## src/rtl/stream_arb_2to1.sv

```systemverilog
`default_nettype none
// ============================================================================
// Module   : stream_arb_2to1
// Brief    : Two-input valid/ready round-robin stream arbiter with a one-entry
//            registered output slot; out_sel drives a downstream mux_2to1 sel.
// Config   : define ARB_PKT_LOCK_EN for packet locking (default: beat-level RR)
// Revision : 1.0 - initial release
// ============================================================================
module stream_arb_2to1 #(
    parameter int DATA_W = 8
) (
    input  logic              clk,
    input  logic              rst_n,
    input  logic              in0_valid,
    output logic              in0_ready,
    input  logic [DATA_W-1:0] in0_data,
    input  logic              in0_last,
    input  logic              in1_valid,
    output logic              in1_ready,
    input  logic [DATA_W-1:0] in1_data,
    input  logic              in1_last,
    output logic              out_valid,
    input  logic              out_ready,
    output logic [DATA_W-1:0] out_data,
    output logic              out_last,
    output logic              out_sel
);

`ifdef ARB_PKT_LOCK_EN
    localparam logic [1:0] c_IDLE  = 2'd0;
    localparam logic [1:0] c_LOCK0 = 2'd1;
    localparam logic [1:0] c_LOCK1 = 2'd2;

    logic [1:0]        r_state;
    logic [1:0]        w_state_nxt;
`endif

    logic              r_last_served;
    logic              r_out_valid;
    logic [DATA_W-1:0] r_out_data;
    logic              r_out_last;
    logic              r_out_sel;

    logic              w_last_served_nxt;
    logic              w_out_valid_nxt;
    logic [DATA_W-1:0] w_out_data_nxt;
    logic              w_out_last_nxt;
    logic              w_out_sel_nxt;

    logic              w_out_free;
    logic              w_grant;
    logic              w_winner;
    logic              w_acc;
    logic              w_acc_src;
    logic [DATA_W-1:0] w_acc_data;
    logic              w_acc_last;

    // A beat may enter the slot in the same cycle the held one leaves.
    assign w_out_free = !r_out_valid || out_ready;

    always_comb begin
        w_grant  = 1'b0;
        w_winner = 1'b0;
`ifdef ARB_PKT_LOCK_EN
        if (r_state == c_LOCK0) begin
            w_grant  = 1'b1;
            w_winner = 1'b0;
        end else if (r_state == c_LOCK1) begin
            w_grant  = 1'b1;
            w_winner = 1'b1;
        end else
`endif
        if (in0_valid && in1_valid) begin
            w_grant  = 1'b1;
            w_winner = !r_last_served;
        end else if (in0_valid) begin
            w_grant  = 1'b1;
            w_winner = 1'b0;
        end else if (in1_valid) begin
            w_grant  = 1'b1;
            w_winner = 1'b1;
        end
    end

    // rst_n gating keeps both readies low for the whole reset assertion.
    assign in0_ready = rst_n && w_out_free && w_grant && !w_winner;
    assign in1_ready = rst_n && w_out_free && w_grant &&  w_winner;

    assign w_acc      = (in0_valid && in0_ready) || (in1_valid && in1_ready);
    assign w_acc_src  = in1_ready;
    assign w_acc_data = w_acc_src ? in1_data : in0_data;
    assign w_acc_last = w_acc_src ? in1_last : in0_last;

    always_comb begin
        w_last_served_nxt = r_last_served;
        w_out_valid_nxt   = r_out_valid;
        w_out_data_nxt    = r_out_data;
        w_out_last_nxt    = r_out_last;
        w_out_sel_nxt     = r_out_sel;
`ifdef ARB_PKT_LOCK_EN
        w_state_nxt       = r_state;
`endif
        if (w_acc) begin
            w_out_valid_nxt = 1'b1;
            w_out_data_nxt  = w_acc_data;
            w_out_last_nxt  = w_acc_last;
            w_out_sel_nxt   = w_acc_src;
`ifdef ARB_PKT_LOCK_EN
            if (w_acc_last) begin
                w_last_served_nxt = w_acc_src;
                w_state_nxt       = c_IDLE;
            end else begin
                w_state_nxt = w_acc_src ? c_LOCK1 : c_LOCK0;
            end
`else
            w_last_served_nxt = w_acc_src;
`endif
        end else if (out_ready) begin
            // Data, last and sel keep their stale values once the slot drains.
            w_out_valid_nxt = 1'b0;
        end
    end

    always_ff @(posedge clk or negedge rst_n) begin
        if (!rst_n) begin
            r_last_served <= 1'b1;
            r_out_valid   <= 1'b0;
            r_out_data    <= '0;
            r_out_last    <= 1'b0;
            r_out_sel     <= 1'b0;
`ifdef ARB_PKT_LOCK_EN
            r_state       <= c_IDLE;
`endif
        end else begin
            r_last_served <= w_last_served_nxt;
            r_out_valid   <= w_out_valid_nxt;
            r_out_data    <= w_out_data_nxt;
            r_out_last    <= w_out_last_nxt;
            r_out_sel     <= w_out_sel_nxt;
`ifdef ARB_PKT_LOCK_EN
            r_state       <= w_state_nxt;
`endif
        end
    end

    assign out_valid = r_out_valid;
    assign out_data  = r_out_data;
    assign out_last  = r_out_last;
    assign out_sel   = r_out_sel;

endmodule
`default_nettype wire

```

## config.mk

```make
export PLATFORM = sky130hd
export DESIGN_NAME = stream_arb_2to1
export DESIGN_NICKNAME = d
export VERILOG_FILES = /design/src/rtl/stream_arb_2to1.sv
export SDC_FILE = /design/constraint.sdc
export NUM_CORES = 1
export LEC_CHECK = 0
export BUFFER_PORTS_ARGS = -buffer_cell sky130_fd_sc_hd__buf_4
export CAP_MARGIN = 10
export CORE_MARGIN = 5
export CORE_UTILIZATION = 42
export DETAILED_ROUTE_END_ITERATION = 16
export PLACE_DENSITY = 0.78
export SYNTH_ARGS = -nofsm -noshare
export SYNTH_HDL_FRONTEND = slang
export SYNTH_SLANG_ARGS = --single-unit
export TNS_END_PERCENT = 20
```

## constraint.sdc

```tcl
create_clock -name clk -period 1.5 [get_ports clk]
set_input_delay 0.15 -clock clk [delete_from_list [all_inputs] [get_ports clk]]
set_output_delay 0.15 -clock clk [all_outputs]
set_load 0.05 [all_outputs]
```

==> reports/qor.csv, run 1 <==
stage,metric,value,unit
outcome,status,"complete, no violations",
drt,wire_per_inst,15.7,um
setup_path,path_class,flip-flop to flip-flop,
timing,hold_viol,0,
timing,finalSetupTns,0,ns
placed_design,io_buffers,35,
timing,clock.fmax,682,MHz
timing,rsz0062_at_grt,true,
clocking,numCtsBuffers,3,
yosys,synth_cells,42,
yosys,synth.ff_latch_count,12,
clocking,cts.sinks,12,
timing,drv_slew,0,
setup_path,cp_slowest_cell,dfstp_2,
setup_path,startpoint,r_last_served,
setup_path,critPathBufInv,1,
global_route,grt_start_max_net_pins,13,
floorplan,ios,36,
placed_design,place_hpwl,1140,um
timing,slew_headroom,78.4,%
worst_hold_path,hold_path.class,primary input to flip-flop,
floorplan,core,1490,um^2
setup_path,cp_max_fo,6,
setup_path,endpoint_kind,flip-flop,
setup_path,rr_startpoint,r_last_served,
pwr,power,1350,uW
floorplan,placementRows,14,
floorplan,die_area,2450,um^2
floorplan,die-width,49.5,um
timing,clock_skew,0.00242,ns
flow_run,cap_violations,0,
yosys,synth_top_cell_by_area,dfrtp_1,
pwr,powerDensity,1290,nW/um^2
yosys,synthArstFlopShare,100,%
yosys,synth_most_common_cell,mux2_4,
clocking,insertion_delay,0.27,ns
drt,ant_nets,0,
drt,drt_pre_antenna_iters,4,
finish,drive_gt1_share,81.4,%
yosys,synth_flop_cell,dfrtp_1,
drt,vias,495,
setup_path,r2r_end,out_data[6],
clocking,clk_pin_slew,0.08,ns
finish,nets,110,
yosys,avgSynthCellArea,15.6,um^2
yosys,synth_fp_nets,65,
yosys,ys_types,11,
setup_path,crit_cells,4,
timing,setup_viol,0,
timing,fin_crit_sh,97.8,%
timing,worst-slew-pin-transition,0.320,ns
pwr,peakVddDrop,632,uV
finish,syn_to_final_growth,59.5,%
clocking,cts_tree,done,
setup_path,cp.arrival,1.63,ns
global_route,overflow,0,
yosys,seq_area_frac_synth,46.0,%
yosys,netlist_top_cells_count,"12 x mux2_4, 11 x dfrtp_1, 8 x mux2_2",
setup_path,endpoint,out_data[6],
yosys,synthTopCellsByArea,"dfrtp_1 42%, mux2_4 27%, mux2_2 14%",
drt,vias_per_cell,4.85,
drt,route.detailed.drc,0,
yosys,yosys.area.top_type_share,42.0,%
yosys,syn_area,656,um^2
setup_path,startpoint_type,flip-flop,
clocking,ctsHtreeMaxLevel,1,
floorplan,start_util,44.0,%
finish,antenna_cells,0,
placed_design,finalWeightedCongestion,0.751,
setup_path,cp_common_cell,mux2_4,
yosys,synth_edf_count,0,
setup_path,slowest_delay,0.39,ns
global_route,grt_pass1_vias,564,
drt,first_iter_violations,4,
clocking,root_buffer,clkbuf_4,
setup_path,path_cells,a21boi_4 > buf_4 > mux2_4 > mux2_4,
pwr,p_leak,0.000543,uW
setup_path,critPathTopFamily,multiplexers,
global_route,grt_pass1_wl,2700,um
finish,finish.utilization,70.3,%
global_route,grt_antenna_before_repair,0,
setup_path,ff2ff_setup_slack,0.03,ns
drt,wirelength,1600,um
setup_path,ff2ff_path_depth,4,
floorplan,die_y,49.5,um
clocking,clockBufferDepth,2,
timing,post-route-min-period,1.47,ns
global_route,track_usage,14.4,%
yosys,yosysWarnings,0,
setup_path,required,1.66,ns
-- stage by stage --
step / cells / hold slack, ns / area [um^2] / setup WS [ns]
floorplan: 42 / -0.146 / 656 / 0.0138
global placement: 93 / 0.0907 / 931 / -0.0152
detailed placement: 93 / 0.0923 / 931 / -0.0669
CTS: 102 / 0.0445 / 1020 / 0.00938
global route: 102 / 0.0557 / 1050 / -0.0311
finish: 102 / 0.0588 / 1050 / 0.0327
-- how the worst min path moves through the flow --
stage | cells past startpoint | from | slack (ns) | end
after floorplan | 0 | rst_n | -0.15 | out_data[0]
after global placement | 2 | rst_n | 0.09 | out_valid
after detailed placement | 2 | rst_n | 0.09 | out_data[5]
after CTS | 2 | out_ready | 0.04 | out_valid
after global routing | 2 | out_ready | 0.06 | out_valid
final | 2 | out_ready | 0.06 | out_valid
-- kinds of logic after synthesis --
family | after synthesis | synth area share, %
muxes | 20 | 41.2
buffers and inverters | 4 | 4.58
AOI/OAI and AO/OA | 4 | 5.73
DFF | 12 | 46.0
and+or+nand+nor | 2 | 2.48
-- sequential cells by signal (all words and copies together) (netlist names) --
signal / cells
out_sel: 1
out_data: 8
out_valid: 1
r_last_served: 1
out_last: 1
-- cells in the final DEF, fill, tap and decap left out --
cell and instances:
clkbuf_4 3, clkbuf_8 1, mux2_2 4, dfstp_2 1
a21oi_2 1, dfrtp_1 11, o21ai_0 2, inv_1 2
mux2_4 16, a21boi_4 1, buf_6 3, dlygate4sd3_1 1
and2_2 1, buf_12 1, and2b_2 1, buf_4 37
-- routing by layer --
metal	GRT usage [%]	share of wire (%)
met3	3.01	5.2
met4	7.86	1.7
met5	0	0
met2	26.0	56
met1	15.3	37
-- area by class of cell --
class / count / area (um^2)
fill: 114 / 443
inverter: 2 / 7.51
timing repair buffer: 42 / 342
tap: 16 / 20.0
multi-input combinational: 26 / 339
clock buffer: 4 / 36.3
sequential: 12 / 302
-- repair_timing --
action	in CTS	in global routing
buffers inserted	4	0
hold buffers	1	0
hold endpoints to repair	11	0
setup endpoints to repair	11	8
gates resized for setup	1	6
pin swaps	1	1
-- report_power, final --
group / leakage (uW) / switching (uW) / total (uW) / internal, uW
registers: 0.000139 / 45.3 / 445 / 399
clock network: 0.0000210 / 117 / 264 / 148
logic: 0.000382 / 353 / 639 / 286
total: 0.000543 / 515 / 1350 / 832
No activity file was read; power rests on OpenSTA's default activity.
==> inputs of run 2 (changes only) <==
--- a/config.mk
+++ b/config.mk
@@ -10,7 +10,7 @@
 export CORE_MARGIN = 5
 export CORE_UTILIZATION = 42
 export DETAILED_ROUTE_END_ITERATION = 16
-export PLACE_DENSITY = 0.78
+export PLACE_DENSITY = 0.76
 export SYNTH_ARGS = -nofsm -noshare
 export SYNTH_HDL_FRONTEND = slang
 export SYNTH_SLANG_ARGS = --single-unit
==> reports/qor.csv, run 2 (synthesis gave the netlist of run 1 again) <==
stage,metric,value,unit,change
outcome,status,"complete, but fails checks",,
outcome,violations,negative setup slack,,
setup_path,startpoint_type,flip-flop,,
finish,nets,116,,+5.5%
placed_design,placed_cell_area,958,um^2,+3.0%
setup_path,required,1.35,ns,-0.31 ns
worst_hold_path,min_path_cells,2,,unchanged
clocking,ctsHtreeMaxLevel,1,,unchanged
finish,multi_input_area,324,um^2,-4.4%
timing,drv_slew,0,,unchanged
global_route,track_usage,13.2,%,-1.2 points
setup_path,ff2ff_path_depth,5,,+1
floorplan,ios,36,,unchanged
clocking,insertion_delay,0.27,ns,about the same
drt,wirelength,1560,um,-2.7%
global_route,grt_antenna_before_repair,0,,unchanged
placed_design,io_buffers,35,,unchanged
clocking,clockBufferDepth,2,,unchanged
global_route,grt_start_max_net_pins,14,,+1
finish,final_cell_mix,"43 x buf_4, 12 x mux2_4, 11 x dfrtp_1, 8 x mux2_2, 3 x clkbuf_4",,
finish,final_area,1070,um^2,+2.3%
global_route,overflow,0,,unchanged
placed_design,finalWeightedCongestion,0.687,,-8.5%
drt,vias_per_cell,4.75,,-2.1%
pwr,peakVddDrop,932,uV,+48%
clocking,clk_pin_slew,0.07,ns,about the same
finish,n_fill_cell,98,,-14%
floorplan,core,1490,um^2,unchanged
clocking,cts_tree,done,,
pwr,p_leak,0.000553,uW,+1.8%
worst_hold_path,hold_path.class,primary input to flip-flop,,
setup_path,cp_max_fo,6,,unchanged
timing,post-route-min-period,1.51,ns,+0.0475 ns
drt,first_iter_violations,0,,-4
global_route,grt_pass1_vias,542,,-3.9%
pwr,power,1290,uW,-4.0%
floorplan,placementRows,14,,unchanged
floorplan,die_y,49.5,um,unchanged
drt,drt_pre_antenna_iters,1,,-3
clocking,root_buffer,clkbuf_4,,
floorplan,start_util,44.0,%,unchanged
timing,fin_ws,-0.0148,ns,-0.0475 ns
timing,fin_crit_sh,101,%,+3.2 points
flow_run,cap_violations,0,,unchanged
finish,seq_area,302,um^2,unchanged
floorplan,die-width,49.5,um,unchanged
timing,slew_headroom,81.0,%,+2.5 points
floorplan,die_area,2450,um^2,unchanged
drt,route.detailed.drc,0,,unchanged
clocking,numCtsBuffers,3,,unchanged
placed_design,place_hpwl,1190,um,+4.2%
finish,layout.cells.most_common,buf_4,,
finish,antenna_cells,0,,unchanged
finish,drive_gt1_share,81.5,%,+0.13 points
timing,rsz0062_at_grt,true,,
drt,vias,513,,+3.6%
timing,clock.fmax,660,MHz,-3.1%
global_route,grt_pass1_wl,2480,um,-8.2%
timing,hold_viol,0,,unchanged
finish,instances_no_fill,108,,+5.9%
timing,clock_skew,0.000478,ns,-0.00194 ns
setup_path,cp.arrival,1.36,ns,-0.27 ns
timing,setup_viol,3,,+3
setup_path,path_class,flip-flop to output port,,
drt,ant_nets,0,,unchanged
drt,wire_per_inst,14.4,um,-8.1%
pwr,powerDensity,1210,nW/um^2,-6.1%
placed_design,dp.cells,95,,+2.2%
finish,largest_reg_flops,8,,unchanged
timing,worst-slew-pin-transition,0.283,ns,-0.0378 ns
setup_path,endpoint_kind,output port,,
clocking,cts.sinks,12,,unchanged
finish,syn_to_final_growth,63.2,%,
run 2: layer usage:
metal,vias to the layer above,routed length (um),global-route usage [%]
met3,4,108,4.82
li1,247,-,-
met1,246,598,13.1
met2,16,828,24.2
met4,0,25,5.24
met5,-,0,0
run 2: through the flow:
step | hold slack (ns) | worst slack [ns] | utilization, % | setup TNS, ns
finish | 0.0657 | -0.0148 | 71.8 | -0.0212
global route | 0.0684 | -0.0598 | 71.8 | -0.222
CTS | 0.0620 | -0.0224 | 68.3 | -0.0352
detailed placement | 0.107 | 0.0652 | 64.4 | 0
global placement | 0.0909 | 0.0860 | 64.4 | 0
floorplan | -0.146 | 0.0138 | - | 0
run 2: critical path: stages (launching register included):
cell and delay [ns]:
dfstp_2 0.56, a21boi_4 0.06, buf_6 0.13, and2b_2 0.22, buf_8 0.14
run 2: power breakdown:
part	leakage [uW]	internal (uW)	switching, uW
sequential	0.000139	399	39.4
combinational	0.000398	289	356
clock	0.0000150	103	107
total	0.000553	791	502
run 2: area by class of cell:
| class | count | share of cell area, % |
|---|---|---|
| inverter | 2 | 0.702 |
| sequential | 12 | 28.2 |
| timing repair buffer | 48 | 36.5 |
| tap | 16 | 1.87 |
| multi-input combinational | 26 | 30.3 |
| clock buffer | 4 | 2.46 |
run 2: timing repair:
item,in CTS,in global routing
resized for setup,4,0
setup buffers,1,7
hold buffers,1,0
endpoints found under the setup margin,2,5
pin swaps,1,1
hold endpoints to repair,11,0
run 2: path summary, 6_finish.rpt:
path	start	slack (ns)	to
min reg2reg	out_data[4]	0.51	out_data[4]
max reg2reg	r_last_served	0	out_data[4]
max in group asynchronous	rst_n	0.90	r_last_served
min	out_ready	0.07	out_valid
max	r_last_served	-0.01	in0_ready
min in group asynchronous	rst_n	0.37	out_data[1]
